--- config.mk ---
export PLATFORM = sky130hd
export DESIGN_NAME = mips_multicycle_control_flat
export DESIGN_NICKNAME = d
export VERILOG_FILES = /design/src/rtl/mips_multicycle_control_if.sv /design/src/rtl/mips_multicycle_control.sv /design/src/flat_wrapper.sv
export SDC_FILE = /design/constraint.sdc
export NUM_CORES = 1
export LEC_CHECK = 0
export BUFFER_PORTS_ARGS = -buffer_cell sky130_fd_sc_hd__buf_2
export CAP_MARGIN = 20
export CORE_UTILIZATION = 24
export CTS_CLUSTER_DIAMETER = 200
export DETAILED_ROUTE_END_ITERATION = 10
export GPL_TIMING_DRIVEN = 0
export SYNTH_ARGS = -nofsm -noshare
export SYNTH_HDL_FRONTEND = slang
export SYNTH_SLANG_ARGS = --single-unit
--- constraint.sdc ---
create_clock -name clk -period 2.3 [get_ports clk]
set_clock_uncertainty 0.05 [all_clocks]
set_input_delay 0.115 -clock clk [delete_from_list [all_inputs] [get_ports clk]]
set_output_delay 0.115 -clock clk [all_outputs]
set_load 0.005 [all_outputs]
--- src/rtl/mips_multicycle_control_if.sv ---
// Control bundle between the multicycle MIPS main controller and its datapath.
// The controller is the master: it consumes opcode/mem_ready and drives every
// datapath control line plus the debug/status outputs.
interface mips_multicycle_control_if #(
  parameter int CNT_W = 16
);
  // Datapath -> controller
  logic [5:0]       opcode;
  logic             mem_ready;

  // Controller -> datapath
  logic             PCWrite;
  logic             PCWriteCond;
  logic             IorD;
  logic             MemRead;
  logic             MemWrite;
  logic             IRWrite;
  logic             MemtoReg;
  logic             RegDst;
  logic             RegWrite;
  logic             ALUSrcA;
  logic [1:0]       ALUSrcB;
  logic [1:0]       ALUOp;
  logic [1:0]       PCSource;

  // Status / debug
  logic [3:0]       state;
  logic             instr_done;
  logic             illegal_op;
  logic [CNT_W-1:0] instr_count;

  modport master (
    input  opcode, mem_ready,
    output PCWrite, PCWriteCond, IorD, MemRead, MemWrite, IRWrite,
           MemtoReg, RegDst, RegWrite, ALUSrcA, ALUSrcB, ALUOp, PCSource,
           state, instr_done, illegal_op, instr_count
  );

  modport slave (
    output opcode, mem_ready,
    input  PCWrite, PCWriteCond, IorD, MemRead, MemWrite, IRWrite,
           MemtoReg, RegDst, RegWrite, ALUSrcA, ALUSrcB, ALUOp, PCSource,
           state, instr_done, illegal_op, instr_count
  );
endinterface

--- src/rtl/mips_multicycle_control.sv ---
// Main control FSM for the multicycle MIPS datapath.
// Sequences FETCH -> DECODE -> per-class execute/memory/writeback states,
// drives Moore control outputs (a few gated by the memory handshake),
// counts retired instructions and flags unsupported opcodes.
module mips_multicycle_control #(
  parameter bit MEM_WAIT = 1'b1,
  parameter int CNT_W    = 16
) (
  input  logic                      clk,
  input  logic                      rst_n,
  mips_multicycle_control_if.master bus
);

  typedef enum logic [3:0] {
    S_FETCH  = 4'd0,
    S_DECODE = 4'd1,
    S_MEMADR = 4'd2,
    S_MEMRD  = 4'd3,
    S_MEMWB  = 4'd4,
    S_MEMWR  = 4'd5,
    S_EXEC   = 4'd6,
    S_ALUWB  = 4'd7,
    S_BRANCH = 4'd8,
    S_JUMP   = 4'd9,
    S_ADDIEX = 4'd10,
    S_ADDIWB = 4'd11
  } state_e;

  localparam logic [5:0] OP_R    = 6'b000000;
  localparam logic [5:0] OP_LW   = 6'b100011;
  localparam logic [5:0] OP_SW   = 6'b101011;
  localparam logic [5:0] OP_BEQ  = 6'b000100;
  localparam logic [5:0] OP_J    = 6'b000010;
  localparam logic [5:0] OP_ADDI = 6'b001000;

  state_e           state_q, state_d;
  logic [CNT_W-1:0] instr_count_q, instr_count_d;

  // Effective memory handshake: with MEM_WAIT cleared memory is always ready.
  logic rdy;

  // Ungated control decode; forced to 0 at the outputs while reset is held.
  logic       pc_write, pc_write_cond, i_or_d, mem_read, mem_write, ir_write;
  logic       mem_to_reg, reg_dst, reg_write, alu_src_a;
  logic [1:0] alu_src_b, alu_op, pc_source;
  logic       done, illegal;

  assign rdy = MEM_WAIT ? bus.mem_ready : 1'b1;

  // State register and retired-instruction counter; reset abandons any instruction.
  always_ff @(posedge clk or negedge rst_n) begin
    if (!rst_n) begin
      state_q       <= S_FETCH;
      instr_count_q <= '0;
    end else begin
      state_q       <= state_d;
      instr_count_q <= instr_count_d;
    end
  end

  // Next-state and Moore output decode; only FETCH/MEMRD/MEMWR look at rdy,
  // only DECODE/MEMADR look at opcode.
  always_comb begin
    state_d       = state_q;
    pc_write      = 1'b0;
    pc_write_cond = 1'b0;
    i_or_d        = 1'b0;
    mem_read      = 1'b0;
    mem_write     = 1'b0;
    ir_write      = 1'b0;
    mem_to_reg    = 1'b0;
    reg_dst       = 1'b0;
    reg_write     = 1'b0;
    alu_src_a     = 1'b0;
    alu_src_b     = 2'b00;
    alu_op        = 2'b00;
    pc_source     = 2'b00;
    done          = 1'b0;
    illegal       = 1'b0;

    case (state_q)
      S_FETCH: begin
        // PC + 4 is computed while the instruction word is read.
        mem_read  = 1'b1;
        alu_src_b = 2'b01;
        ir_write  = rdy;
        pc_write  = rdy;
        state_d   = rdy ? S_DECODE : S_FETCH;
      end

      S_DECODE: begin
        // Branch target (PC + imm<<2) is precomputed speculatively.
        alu_src_b = 2'b11;
        case (bus.opcode)
          OP_LW, OP_SW: state_d = S_MEMADR;
          OP_R:         state_d = S_EXEC;
          OP_BEQ:       state_d = S_BRANCH;
          OP_J:         state_d = S_JUMP;
          OP_ADDI:      state_d = S_ADDIEX;
          default: begin
            illegal = 1'b1;
            state_d = S_FETCH;
          end
        endcase
      end

      S_MEMADR: begin
        alu_src_a = 1'b1;
        alu_src_b = 2'b10;
        state_d   = (bus.opcode == OP_SW) ? S_MEMWR : S_MEMRD;
      end

      S_MEMRD: begin
        mem_read = 1'b1;
        i_or_d   = 1'b1;
        state_d  = rdy ? S_MEMWB : S_MEMRD;
      end

      S_MEMWB: begin
        reg_write  = 1'b1;
        mem_to_reg = 1'b1;
        done       = 1'b1;
        state_d    = S_FETCH;
      end

      S_MEMWR: begin
        // The store retires on the cycle memory accepts it.
        mem_write = 1'b1;
        i_or_d    = 1'b1;
        done      = rdy;
        state_d   = rdy ? S_FETCH : S_MEMWR;
      end

      S_EXEC: begin
        alu_src_a = 1'b1;
        alu_op    = 2'b10;
        state_d   = S_ALUWB;
      end

      S_ALUWB: begin
        reg_write = 1'b1;
        reg_dst   = 1'b1;
        done      = 1'b1;
        state_d   = S_FETCH;
      end

      S_BRANCH: begin
        alu_src_a     = 1'b1;
        alu_op        = 2'b01;
        pc_write_cond = 1'b1;
        pc_source     = 2'b01;
        done          = 1'b1;
        state_d       = S_FETCH;
      end

      S_JUMP: begin
        pc_write  = 1'b1;
        pc_source = 2'b10;
        done      = 1'b1;
        state_d   = S_FETCH;
      end

      S_ADDIEX: begin
        alu_src_a = 1'b1;
        alu_src_b = 2'b10;
        alu_op    = 2'b11;
        state_d   = S_ADDIWB;
      end

      S_ADDIWB: begin
        reg_write = 1'b1;
        done      = 1'b1;
        state_d   = S_FETCH;
      end

      // Unused codes recover to FETCH with every output at 0.
      default: state_d = S_FETCH;
    endcase

    instr_count_d = instr_count_q + {{(CNT_W-1){1'b0}}, done};
  end

  // Outputs are held at 0 for as long as reset is asserted, even though the
  // state register already reads FETCH.
  assign bus.PCWrite     = rst_n & pc_write;
  assign bus.PCWriteCond = rst_n & pc_write_cond;
  assign bus.IorD        = rst_n & i_or_d;
  assign bus.MemRead     = rst_n & mem_read;
  assign bus.MemWrite    = rst_n & mem_write;
  assign bus.IRWrite     = rst_n & ir_write;
  assign bus.MemtoReg    = rst_n & mem_to_reg;
  assign bus.RegDst      = rst_n & reg_dst;
  assign bus.RegWrite    = rst_n & reg_write;
  assign bus.ALUSrcA     = rst_n & alu_src_a;
  assign bus.ALUSrcB     = {2{rst_n}} & alu_src_b;
  assign bus.ALUOp       = {2{rst_n}} & alu_op;
  assign bus.PCSource    = {2{rst_n}} & pc_source;
  assign bus.instr_done  = rst_n & done;
  assign bus.illegal_op  = rst_n & illegal;
  assign bus.state       = state_q;
  assign bus.instr_count = instr_count_q;

endmodule
--- src/flat_wrapper.sv ---
// flat-port wrapper written by rule: the top's interface ports become plain ports
module mips_multicycle_control_flat 
#(
  parameter bit MEM_WAIT = 1'b1,
  parameter int CNT_W    = 16
)
  (clk, rst_n, bus_opcode, bus_mem_ready, bus_PCWrite, bus_PCWriteCond, bus_IorD, bus_MemRead, bus_MemWrite, bus_IRWrite, bus_MemtoReg, bus_RegDst, bus_RegWrite, bus_ALUSrcA, bus_ALUSrcB, bus_ALUOp, bus_PCSource, bus_state, bus_instr_done, bus_illegal_op, bus_instr_count);
  mips_multicycle_control_if #(.CNT_W(CNT_W)) bus_i ();
  input  logic clk;
  input  logic rst_n;
  input wire logic [$bits(bus_i.opcode)-1:0] bus_opcode;
  input wire logic [$bits(bus_i.mem_ready)-1:0] bus_mem_ready;
  output wire logic [$bits(bus_i.PCWrite)-1:0] bus_PCWrite;
  output wire logic [$bits(bus_i.PCWriteCond)-1:0] bus_PCWriteCond;
  output wire logic [$bits(bus_i.IorD)-1:0] bus_IorD;
  output wire logic [$bits(bus_i.MemRead)-1:0] bus_MemRead;
  output wire logic [$bits(bus_i.MemWrite)-1:0] bus_MemWrite;
  output wire logic [$bits(bus_i.IRWrite)-1:0] bus_IRWrite;
  output wire logic [$bits(bus_i.MemtoReg)-1:0] bus_MemtoReg;
  output wire logic [$bits(bus_i.RegDst)-1:0] bus_RegDst;
  output wire logic [$bits(bus_i.RegWrite)-1:0] bus_RegWrite;
  output wire logic [$bits(bus_i.ALUSrcA)-1:0] bus_ALUSrcA;
  output wire logic [$bits(bus_i.ALUSrcB)-1:0] bus_ALUSrcB;
  output wire logic [$bits(bus_i.ALUOp)-1:0] bus_ALUOp;
  output wire logic [$bits(bus_i.PCSource)-1:0] bus_PCSource;
  output wire logic [$bits(bus_i.state)-1:0] bus_state;
  output wire logic [$bits(bus_i.instr_done)-1:0] bus_instr_done;
  output wire logic [$bits(bus_i.illegal_op)-1:0] bus_illegal_op;
  output wire logic [$bits(bus_i.instr_count)-1:0] bus_instr_count;
  assign bus_i.opcode = bus_opcode;
  assign bus_i.mem_ready = bus_mem_ready;
  assign bus_PCWrite = bus_i.PCWrite;
  assign bus_PCWriteCond = bus_i.PCWriteCond;
  assign bus_IorD = bus_i.IorD;
  assign bus_MemRead = bus_i.MemRead;
  assign bus_MemWrite = bus_i.MemWrite;
  assign bus_IRWrite = bus_i.IRWrite;
  assign bus_MemtoReg = bus_i.MemtoReg;
  assign bus_RegDst = bus_i.RegDst;
  assign bus_RegWrite = bus_i.RegWrite;
  assign bus_ALUSrcA = bus_i.ALUSrcA;
  assign bus_ALUSrcB = bus_i.ALUSrcB;
  assign bus_ALUOp = bus_i.ALUOp;
  assign bus_PCSource = bus_i.PCSource;
  assign bus_state = bus_i.state;
  assign bus_instr_done = bus_i.instr_done;
  assign bus_illegal_op = bus_i.illegal_op;
  assign bus_instr_count = bus_i.instr_count;
  mips_multicycle_control #(.MEM_WAIT(MEM_WAIT), .CNT_W(CNT_W)) u_core (.clk(clk), .rst_n(rst_n), .bus(bus_i));
endmodule
==> summary.txt <==
Die
  • # IOs: 47
  • Die Y: about 77 um
  • Site Rows: 26
  • CORE AREA: approximately 5200 um2
  • Initial Util: 0.2551
  • Die area: roughly 5900 um2
  • Die Wd: around 77 um

Power and ir drop
  • NetSw: approximately 0.57 mW
  • Sequential fraction of design power: 0.333
  • Clk pwr share: 0.221
  • Sw Ratio: 0.3664
  • Comb power frac: 0.447
  • Pwr dens: 890.4 nW/um2
  • Cell-internal power: around 1 mW
  • Total power draw: around 1.6 mW
  • LEAKAGE: 0.8403 nW
  • Max VDD drop: roughly 0.00020 V

Setup path
  • Worst Setup End Kind: register
  • Worst-path fanout max: 10
  • WS Path Type: register to register
  • CP Launch Type: register
  • Worst EP required: 2.43 ns
  • CP Data Arrival Time: approximately 2.3 ns
  • CP max-delay cell: dfrtp_1
  • Cell repeated most along the worst path: ha_2
  • Crit-path leading delay family: simple AND/OR/NAND/NOR gates
  • Max incr delay on CP: approximately 0.35 ns
  • CP Cell Sequence: buf_6 > nand2b_4 > o21ai_0 > a211oi_2 > ha_2 > ha_2 > nand2_1 > nor3_1 > xnor2_1
  • Bufs and invs on worst path: 1

Timing
  • Final Hold Vio Count: 0
  • Hold_ws: about 0.13 ns
  • Fin crit period: 2.121 ns
  • Setup TNS: 0 ns
  • Slew at the pin with the worst max-slew slack: around 0.51 ns
  • RSZ-0062 raised after global routing: true
  • Rel. slew slack: 0.6543
  • Fmax: 0.4716 GHz
  • Final period utilization: 0.9220
  • Final setup viols: 0
  • Max-slew violation count: 0

Layout
  • Ant diodes: 0
  • Layout Cells excl Fill: about 260
  • Layout fillers: ~560
  • Nets: 206
  • Register Area: 501.7 um2
  • Final Util: 0.3364
  • Area of the multi-input gates: approximately 800 um2
  • Area Overhead vs Synth: 31.84%
  • Layout cells sized above 1: 0.3763

Yosys
  • Top FF cell, synth: dfrtp_1
  • Yosys cell types: 43
  • Post-Syn Instances: roughly 140
  • Ys Warns: 0
  • Most common cell in the netlist: dfrtp_1
  • Synth area leader: dfrtp_1
  • Mapped Nets: 153
  • Post-synthesis sequential area ratio: 0.3745
  • Number of synthesized register bits: 20
  • Post-synth top area share: 0.3745
  • Syn avg cell area: about 9.4 um2
  • Cell area after synthesis: 1336 um2
  • Async SR Flop Fraction: 1.000
  • Synth top area cells: dfrtp_1 37%, xor2_1 5.9%, xnor2_1 4.6%
  • Synth cell count leaders: 20 x dfrtp_1, 14 x nor2_1, 12 x nor3_1
  • Post-synth EDFFs: 0

Clock tree
  • Clk sinks: 20
  • Worst-Skew Late Latency: between 0.2 and 0.3 ns
  • CTS Root Cell: clkbuf_8
  • Total CTS buffers: 3
  • CTS tree: built
  • Reg clk slew, reported paths: around 0.070 ns
  • CTS max path bufs: 2
  • H-tree Lvls: 1

Global routing
  • Vias in the first global route: between 1k and 1.5k
  • Total GRT Usage: 0.1176
  • Pin count of the biggest net entering global routing: 28
  • Total congestion overflow: 0
  • Antenna violations before repair: 0
  • Global-route wire length before repair: about 5600 um

Routing
  • DR vias: between 1k and 1.5k
  • Drt first pass iters: 4
  • 1st-iter DRT viols: approximately 110
  • DRC: 0
  • Antenna viol nets, final: 0
  • DRT Wirelength: about 3200 um
  • Vias per cell: 4.591
  • Wire per inst: approximately 12 um

Run
  • Max_cap viols: 0

Placement
  • Dpl hpwl: around 2400 um
  • Inst Count DP: 258
  • Routability cong.: around 0.80
  • I/O Buffers: 46

Status
  • Status: finished, final reports clean

Hold path
  • HP Class: input port to register
-- stage by stage --
step           setup slack [ns]  cell area [um2]
2_1_floorplan            0.2934             1336
3_3_place_gp           -0.09173             1654
3_5_place_dp           -0.09717             1654
4_1_cts                 0.01602             1743
5_1_grt                -0.02191             1762
6_report                 0.1795             1762
-- sequential cells by signal (all words and copies together), names as in the netlist --
name	flops
u_core.bus.state	4
u_core.bus.instr_count	16
-- routing by layer --
metal | up-vias | track usage | wire length (um)
met1 | 570 | 0.1702 | 1639
li1 | 610 | - | -
met3 | 4 | 0.02036 | 92
met2 | 28 | 0.1730 | 1398
met5 | - | 0 | 0
met4 | 0 | 0.04231 | 39
-- layout make-up --
| class | count | area share |
|---|---|---|
| multi-input combinational | 112 | 0.4489 |
| buffer | 6 | 0.02557 |
| inverter | 4 | 0.008523 |
| clock buffer | 3 | 0.02344 |
| sequential | 20 | 0.2848 |
| clock inverter | 1 | 0.01705 |
| timing repair buffer | 48 | 0.1420 |
| tap | 70 | 0.04972 |
-- power groups by stage --
stage	clock network (mW)	registers (mW)	logic, mW
2_1_floorplan	0	0.522	0.438
3_3_place_gp	0	0.527	0.674
3_5_place_dp	0	0.528	0.681
4_1_cts	0.358	0.520	0.695
5_1_grt	0.378	0.536	0.793
6_report	0.346	0.522	0.701
-- layout by cell type, fill, tap and decap left out, drive strengths merged, types with 2 or more instances in the layout --
cell type / Yosys / final
a21oi: 4 / 4
nor3b: 4 / 4
nor2: 14 / 14
buf: 6 / 52
inv: 4 / 4
nor4b: 3 / 3
nor4: 2 / 2
a221o: 2 / 2
and3: 2 / 2
nand2: 10 / 10
xnor2: 7 / 7
xor2: 9 / 9
clkbuf: 0 / 4
nor3: 12 / 12
dfrtp: 20 / 20
ha: 2 / 2
a211oi: 2 / 2
or2: 3 / 3
nand2b: 6 / 6
nand3: 9 / 9
and2: 2 / 2
nor2b: 2 / 2
o21ai: 6 / 6
-- worst reg2reg max path, cell delays in order, from the launching register on --
cell and delay (ns):
dfrtp_1 0.35, buf_6 0.13, nand2b_4 0.17, o21ai_0 0.11, a211oi_2 0.29, ha_2 0.24
ha_2 0.23, nand2_1 0.13, nor3_1 0.20, xnor2_1 0.14
-- worst paths after layout --
path / depth (start not counted) / slack [ns] / from / to
max: 9 / 0.18 / u_core.bus.state[1]$_DFF_PN0_ / u_core.bus.instr_count[14]$_DFF_PN0_
min: 2 / 0.13 / bus_opcode[1] / u_core.bus.state[0]$_DFF_PN0_
max reg2reg: 9 / 0.18 / u_core.bus.state[1]$_DFF_PN0_ / u_core.bus.instr_count[14]$_DFF_PN0_
min reg2reg: 1 / 0.42 / u_core.bus.instr_count[15]$_DFF_PN0_ / u_core.bus.instr_count[15]$_DFF_PN0_
max in group asynchronous: 2 / 1.62 / rst_n / u_core.bus.state[2]$_DFF_PN0_
min in group asynchronous: 2 / 0.27 / rst_n / u_core.bus.instr_count[11]$_DFF_PN0_
-- kinds of logic after synthesis --
| logic type | share of synthesized area |
|---|---|
| AND/OR/NAND/NOR | 0.3427 |
| AO/OA/AOI/OAI | 0.1067 |
| flip-flops | 0.3745 |
| XOR/XNOR | 0.1049 |
| buffers and inverters | 0.04494 |
| adder cells (fa/ha/maj) | 0.02621 |
-- what timing repair did --
item / 4_1_cts / 5_1_grt
setup buffers: 0 / 1
resized for setup: 2 / 4
hold endpoints to repair: 20 / 0
endpoints found under the setup margin: 3 / 5
pin swaps: 0 / 1
hold buffers: 1 / 0
(Power assumes the default switching activity.)
